**config.mk**
```make
export PLATFORM = sky130hd
export DESIGN_NAME = instr_decoder_pipe_flat
export DESIGN_NICKNAME = d
export VERILOG_FILES = /design/src/rtl/instr_decoder_pipe_if.sv /design/src/rtl/instr_decoder_pipe.sv /design/src/flat_wrapper.sv
export SDC_FILE = /design/constraint.sdc
export NUM_CORES = 1
export LEC_CHECK = 0
export BUFFER_PORTS_ARGS = -buffer_cell sky130_fd_sc_hd__buf_2
export CORE_MARGIN = 5
export CORE_UTILIZATION = 35
export CTS_CLUSTER_SIZE = 10
export DETAILED_ROUTE_END_ITERATION = 6
export GPL_ROUTABILITY_DRIVEN = 1
export PLACE_DENSITY = 0.61
export SLEW_MARGIN = 20
export SYNTH_ARGS = -nofsm -noshare
export SYNTH_HDL_FRONTEND = slang
export SYNTH_SLANG_ARGS = --single-unit
```
**constraint.sdc**
```tcl
create_clock -name clk -period 1.5 [get_ports clk]
set_clock_uncertainty 0.15 [all_clocks]
set_input_delay 0.075 -clock clk [delete_from_list [all_inputs] [get_ports clk]]
set_output_delay 0.075 -clock clk [all_outputs]
set_load 0.05 [all_outputs]
```
**src/rtl/instr_decoder_pipe_if.sv**
```systemverilog
// Handshake bundle between instruction source, decoder and result consumer.
// Latency: none (wires only). Backpressure: in_ready / out_ready valid-ready pairs.
interface instr_decoder_pipe_if #(
    parameter int WIDTH     = 8,
    parameter int MODE_BITS = 2
);
    localparam int NMODES = 2 ** MODE_BITS;
    localparam int OPW    = WIDTH - MODE_BITS;

    logic              in_valid;
    logic              in_ready;
    logic [WIDTH-1:0]  in_instr;
    logic              out_valid;
    logic              out_ready;
    logic [NMODES-1:0] out_mode;
    logic [OPW-1:0]    out_operand;
    logic [WIDTH-1:0]  out_ext_word;
    logic              out_is_ext;
    logic              ext_pending;

    modport slave (
        input  in_valid, in_instr, out_ready,
        output in_ready, out_valid, out_mode, out_operand, out_ext_word, out_is_ext, ext_pending
    );

    modport master (
        output in_valid, in_instr, out_ready,
        input  in_ready, out_valid, out_mode, out_operand, out_ext_word, out_is_ext, ext_pending
    );
endinterface

```
**src/rtl/instr_decoder_pipe.sv**
```systemverilog
// Decodes instruction words into one-hot mode + operand; all-ones mode may take a second word.
// Latency: 1 cycle from accepting the last word of an instruction to out_valid.
// Backpressure: in_ready = !flush && (!out_valid || out_ready); output held while stalled.
module instr_decoder_pipe #(
    parameter int WIDTH     = 8,
    parameter int MODE_BITS = 2,
    parameter bit EXT_EN    = 1'b1
) (
    input  logic                  clk,
    input  logic                  rst_n,
    input  logic                  flush,
    instr_decoder_pipe_if.slave   bus
);
    localparam int NMODES = 2 ** MODE_BITS;
    localparam int OPW    = WIDTH - MODE_BITS;

    typedef enum logic {IDLE = 1'b0, EXT_WAIT = 1'b1} state_t;

    state_t            state_q, state_d;
    logic [WIDTH-1:0]  held_q, held_d;
    logic              out_valid_q, out_valid_d;
    logic [NMODES-1:0] out_mode_q, out_mode_d;
    logic [OPW-1:0]    out_operand_q, out_operand_d;
    logic [WIDTH-1:0]  out_ext_word_q, out_ext_word_d;
    logic              out_is_ext_q, out_is_ext_d;

    logic                 in_ready;
    logic                 in_acc;
    logic                 out_fire;
    logic [MODE_BITS-1:0] in_mode;
    logic [MODE_BITS-1:0] held_mode;
    logic                 is_ext_first;
    logic [NMODES-1:0]    in_onehot;
    logic [NMODES-1:0]    held_onehot;

    assign in_ready     = !flush && (!out_valid_q || bus.out_ready);
    assign in_acc       = bus.in_valid && in_ready;
    assign out_fire     = out_valid_q && bus.out_ready;
    assign in_mode      = bus.in_instr[WIDTH-1 -: MODE_BITS];
    assign held_mode    = held_q[WIDTH-1 -: MODE_BITS];
    assign is_ext_first = EXT_EN && (&in_mode);

    always_comb begin
        in_onehot            = '0;
        in_onehot[in_mode]   = 1'b1;
        held_onehot          = '0;
        held_onehot[held_mode] = 1'b1;
    end

    // State register
    always_ff @(posedge clk or negedge rst_n) begin
        if (!rst_n) begin
            state_q <= IDLE;
        end else begin
            state_q <= state_d;
        end
    end

    // Next-state logic
    always_comb begin
        state_d = state_q;
        if (flush) begin
            state_d = IDLE;
        end else begin
            case (state_q)
                IDLE:     if (in_acc && is_ext_first) state_d = EXT_WAIT;
                EXT_WAIT: if (in_acc)                 state_d = IDLE;
                default:                              state_d = IDLE;
            endcase
        end
    end

    // Output logic
    assign bus.ext_pending = (state_q == EXT_WAIT);

    // Result register and held first word
    always_comb begin
        held_d         = held_q;
        out_valid_d    = out_valid_q;
        out_mode_d     = out_mode_q;
        out_operand_d  = out_operand_q;
        out_ext_word_d = out_ext_word_q;
        out_is_ext_d   = out_is_ext_q;

        // A consumed result drops valid; out_mode must read zero while invalid.
        if (out_fire) begin
            out_valid_d = 1'b0;
            out_mode_d  = '0;
        end

        if (flush) begin
            held_d      = '0;
            out_valid_d = 1'b0;
            out_mode_d  = '0;
        end else if (in_acc) begin
            if (state_q == EXT_WAIT) begin
                out_valid_d    = 1'b1;
                out_mode_d     = held_onehot;
                out_operand_d  = held_q[OPW-1:0];
                out_ext_word_d = bus.in_instr;
                out_is_ext_d   = 1'b1;
                held_d         = '0;
            end else if (is_ext_first) begin
                held_d = bus.in_instr;
            end else begin
                out_valid_d    = 1'b1;
                out_mode_d     = in_onehot;
                out_operand_d  = bus.in_instr[OPW-1:0];
                out_ext_word_d = '0;
                out_is_ext_d   = 1'b0;
            end
        end
    end

    always_ff @(posedge clk or negedge rst_n) begin
        if (!rst_n) begin
            held_q         <= '0;
            out_valid_q    <= 1'b0;
            out_mode_q     <= '0;
            out_operand_q  <= '0;
            out_ext_word_q <= '0;
            out_is_ext_q   <= 1'b0;
        end else begin
            held_q         <= held_d;
            out_valid_q    <= out_valid_d;
            out_mode_q     <= out_mode_d;
            out_operand_q  <= out_operand_d;
            out_ext_word_q <= out_ext_word_d;
            out_is_ext_q   <= out_is_ext_d;
        end
    end

    assign bus.in_ready     = in_ready;
    assign bus.out_valid    = out_valid_q;
    assign bus.out_mode     = out_mode_q;
    assign bus.out_operand  = out_operand_q;
    assign bus.out_ext_word = out_ext_word_q;
    assign bus.out_is_ext   = out_is_ext_q;

endmodule

```
**src/flat_wrapper.sv**
```systemverilog
// flat-port wrapper written by rule: the top's interface ports become plain ports
module instr_decoder_pipe_flat 
#(
    parameter int WIDTH     = 8,
    parameter int MODE_BITS = 2,
    parameter bit EXT_EN    = 1'b1
)
  (clk, rst_n, flush, bus_in_valid, bus_in_instr, bus_out_ready, bus_in_ready, bus_out_valid, bus_out_mode, bus_out_operand, bus_out_ext_word, bus_out_is_ext, bus_ext_pending);
  instr_decoder_pipe_if #(.WIDTH(WIDTH), .MODE_BITS(MODE_BITS)) bus_i ();
  input  logic clk;
  input  logic rst_n;
  input  logic flush;
  input wire logic [$bits(bus_i.in_valid)-1:0] bus_in_valid;
  input wire logic [$bits(bus_i.in_instr)-1:0] bus_in_instr;
  input wire logic [$bits(bus_i.out_ready)-1:0] bus_out_ready;
  output wire logic [$bits(bus_i.in_ready)-1:0] bus_in_ready;
  output wire logic [$bits(bus_i.out_valid)-1:0] bus_out_valid;
  output wire logic [$bits(bus_i.out_mode)-1:0] bus_out_mode;
  output wire logic [$bits(bus_i.out_operand)-1:0] bus_out_operand;
  output wire logic [$bits(bus_i.out_ext_word)-1:0] bus_out_ext_word;
  output wire logic [$bits(bus_i.out_is_ext)-1:0] bus_out_is_ext;
  output wire logic [$bits(bus_i.ext_pending)-1:0] bus_ext_pending;
  assign bus_i.in_valid = bus_in_valid;
  assign bus_i.in_instr = bus_in_instr;
  assign bus_i.out_ready = bus_out_ready;
  assign bus_in_ready = bus_i.in_ready;
  assign bus_out_valid = bus_i.out_valid;
  assign bus_out_mode = bus_i.out_mode;
  assign bus_out_operand = bus_i.out_operand;
  assign bus_out_ext_word = bus_i.out_ext_word;
  assign bus_out_is_ext = bus_i.out_is_ext;
  assign bus_ext_pending = bus_i.ext_pending;
  instr_decoder_pipe #(.WIDTH(WIDTH), .MODE_BITS(MODE_BITS), .EXT_EN(EXT_EN)) u_core (.clk(clk), .rst_n(rst_n), .flush(flush), .bus(bus_i));
endmodule
```
==> metrics.txt <==
WHS Path Cells 4; I/O Buffers 34; Worst Path Required 1.27 ns; Hold Violations, Final 0; worst rel slew slack between 50% and 60%; post-DP HPWL 3070 um; Routed Antenna Nets 0; Reg2Reg Depth 3; Power Dens Cells approximately 1100 nW/um^2; final net count 223; CP Class reg -> out; HP Class in -> reg; TritonCTS Buffers 5; placed instance area roughly 1900 um^2; Max FO, Critical Path 4; routed len/inst roughly 18 um; vias per cell 5.84; CP Launch Type flop; Syn Area/Cell 10.1 um^2; RSZ-0062 raised after global routing true; post-synthesis net count between 150 and 200; DRT Pass-1 Iters 4; Unique masters post-synth 39; CTS Root Cell clkbuf_8; Worst Tran Pin Value 0.669 ns; Setup-failing EPs final 0; routed wire length 4610 um; Core ar. ~4400 um^2; gpl congestion 0.770; area delta synth->final 32.9%; initial antenna violation count 0; grt ovf 0; final instance area about 2100 um^2; DR vias around 1500; outcome complete, no violations; Cells after Synth around 160; Residual DRC 0; final cell count without fillers 263; flops & latches, synth 29; Clock Sinks 29; Initial Util a little over a third; Placed Cells 243; share of cells above drive strength 1 33.2%; max-cap violations 0; Rows 24; ant diodes 0; H-tree depth 2; commonest non-fill, non-tap cell in the layout buf_2; R2R Setup Slk 0.05 ns; Final min period 1.46 ns; io pins 35; fmax slightly below 0.7 GHz; Cell Area, Synth 1610 um^2; synth warn 0; Leak Pwr 0.976 nW; Die W 77.8 um; Worst Path Arrival 1.24 ns; CP endpoint kind primary output; vias in the first global route 1554; first-pass GRT wire length 7710 um; Slew Limit Fails 0; Worst VDD drop approximately 0.00063 V; GRT Total Usage 15.8%; register area share after synthesis between 40% and 50%; largest net degree at the start of global routing 30; CTS tree built; Starting DRT DRC Count 94; Max clock buf depth 2; die height a little under 80 um; period utilization a little over nine tenths; Reg clk slew, reported paths 0.07 ns; die area around 6000 um^2; most frequent cells in the layout buf_2 (33), dfrtp_1 (27), nand2b_1 (12), buf_4 (12), dlygate4sd3_1 (10); worst-skew pair later-pin latency 0.29 ns
==> through the flow <==
stage / hold slack, ns / total power [W] / util [%] / setup slack, ns / TNS (ns)
finish: 0.0297 / 0.00234 / 48.4 / 0.0399 / 0
global route: 0.0227 / 0.00245 / 48.4 / -0.0165 / -0.0196
CTS: 0.00867 / 0.00235 / 47.8 / 0.00924 / 0
detailed placement: 0.00331 / 0.00149 / 42.4 / 0.0235 / 0
global placement: -0.0166 / 0.00147 / 42.4 / 0.0595 / 0
floorplan: -0.371 / 0.00132 / - / -0.0174 / -0.0674
==> metal layers <==
layer,vias to the layer above,global-route usage [%],share of wire (%)
met1,767,20.0,42
met4,0,5.50,1.5
li1,709,-,-
met3,9,4.75,5.4
met5,-,0,0
met2,50,25.5,51
==> critical path, cell delays in order (launching register included) <==
cell     delay [ns]
dfrtp_2        0.43
nor2b_4        0.14
buf_4          0.15
nor2_4         0.08
buf_6          0.16
==> repair_timing <==
item | 4_1_cts | 5_1_grt
hold endpoints to repair | 37 | 0
cloned | 1 | 0
endpoints found under the setup margin | 1 | 8
buffers inserted | 1 | 0
hold buffers | 10 | 0
gates resized for setup | 2 | 5
pin swaps | 0 | 1
==> sequential cells by signal, summed over array words and instances (netlist names) <==
| signal | cells |
|---|---|
| u_core.bus.out_ext_word | 8 |
| u_core.held_q | 8 |
| u_core.bus.out_operand | 6 |
| u_core.bus.out_mode | 4 |
| u_core.bus.ext_pending | 1 |
| u_core.bus.out_is_ext | 1 |
| u_core.bus.out_valid | 1 |
==> kinds of logic after synthesis <==
| logic type | share of synthesized area [%] |
|---|---|
| AO/OA/AOI/OAI | 20.0 |
| buffers and inverters | 4.98 |
| flip-flops | 45.2 |
| AND/OR/NAND/NOR | 29.8 |
==> power breakdown <==
| part | total (W) | leakage [nW] | internal [W] | switching [W] |
|---|---|---|---|---|
| Sequential | 0.000913 | 0.380 | 0.000855 | 0.0000576 |
| Combinational | 0.000597 | 0.541 | 0.000191 | 0.000406 |
| Clock | 0.000829 | 0.0543 | 0.000496 | 0.000333 |
==> Yosys cell counts, drive strengths merged <==
cell / n / area share [%]
nand3: 6 / 2.2
and2: 2 / 0.78
dfrtp: 29 / 45
or4: 4 / 2.1
o22ai: 1 / 0.39
clkbuf: 4 / 0.93
o211ai: 4 / 2.2
nor2b: 4 / 1.7
nand2b: 14 / 5.9
buf: 10 / 4.0
nor4: 4 / 1.6
a21o: 3 / 1.4
a22o: 6 / 3.3
o31a: 4 / 2.2
a32o: 1 / 0.62
nor3: 1 / 0.31
or3: 5 / 1.9
nand2: 9 / 2.3
a211o: 4 / 2.2
nand3b: 5 / 3.1
nand4: 4 / 1.6
nand4b: 8 / 4.4
a31oi: 4 / 1.6
nor2: 4 / 0.93
a21oi: 6 / 1.9
a22oi: 2 / 0.93
o21ai: 5 / 1.6
and3: 2 / 1.1
o31ai: 4 / 1.9
==> final timing paths <==
path | from | endpoint
max in group asynchronous | rst_n | u_core.bus.out_valid
max | u_core.bus.out_valid | bus_in_ready
min reg2reg | u_core.bus.out_is_ext | u_core.bus.out_is_ext
max reg2reg | u_core.bus.out_valid | u_core.held_q[3]
min in group asynchronous | rst_n | u_core.held_q[5]
min | flush | u_core.bus.out_mode[0]
==> final cells by class <==
| type | count | area, um^2 |
|---|---|---|
| timing repair buffer | 57 | 378 |
| fill | 407 | 2280 |
| tap | 52 | 65.1 |
| sequential | 29 | 728 |
| clock buffer | 5 | 68.8 |
| clock inverter | 3 | 46.3 |
| multi-input combinational | 117 | 848 |
(Power assumes the default switching activity.)
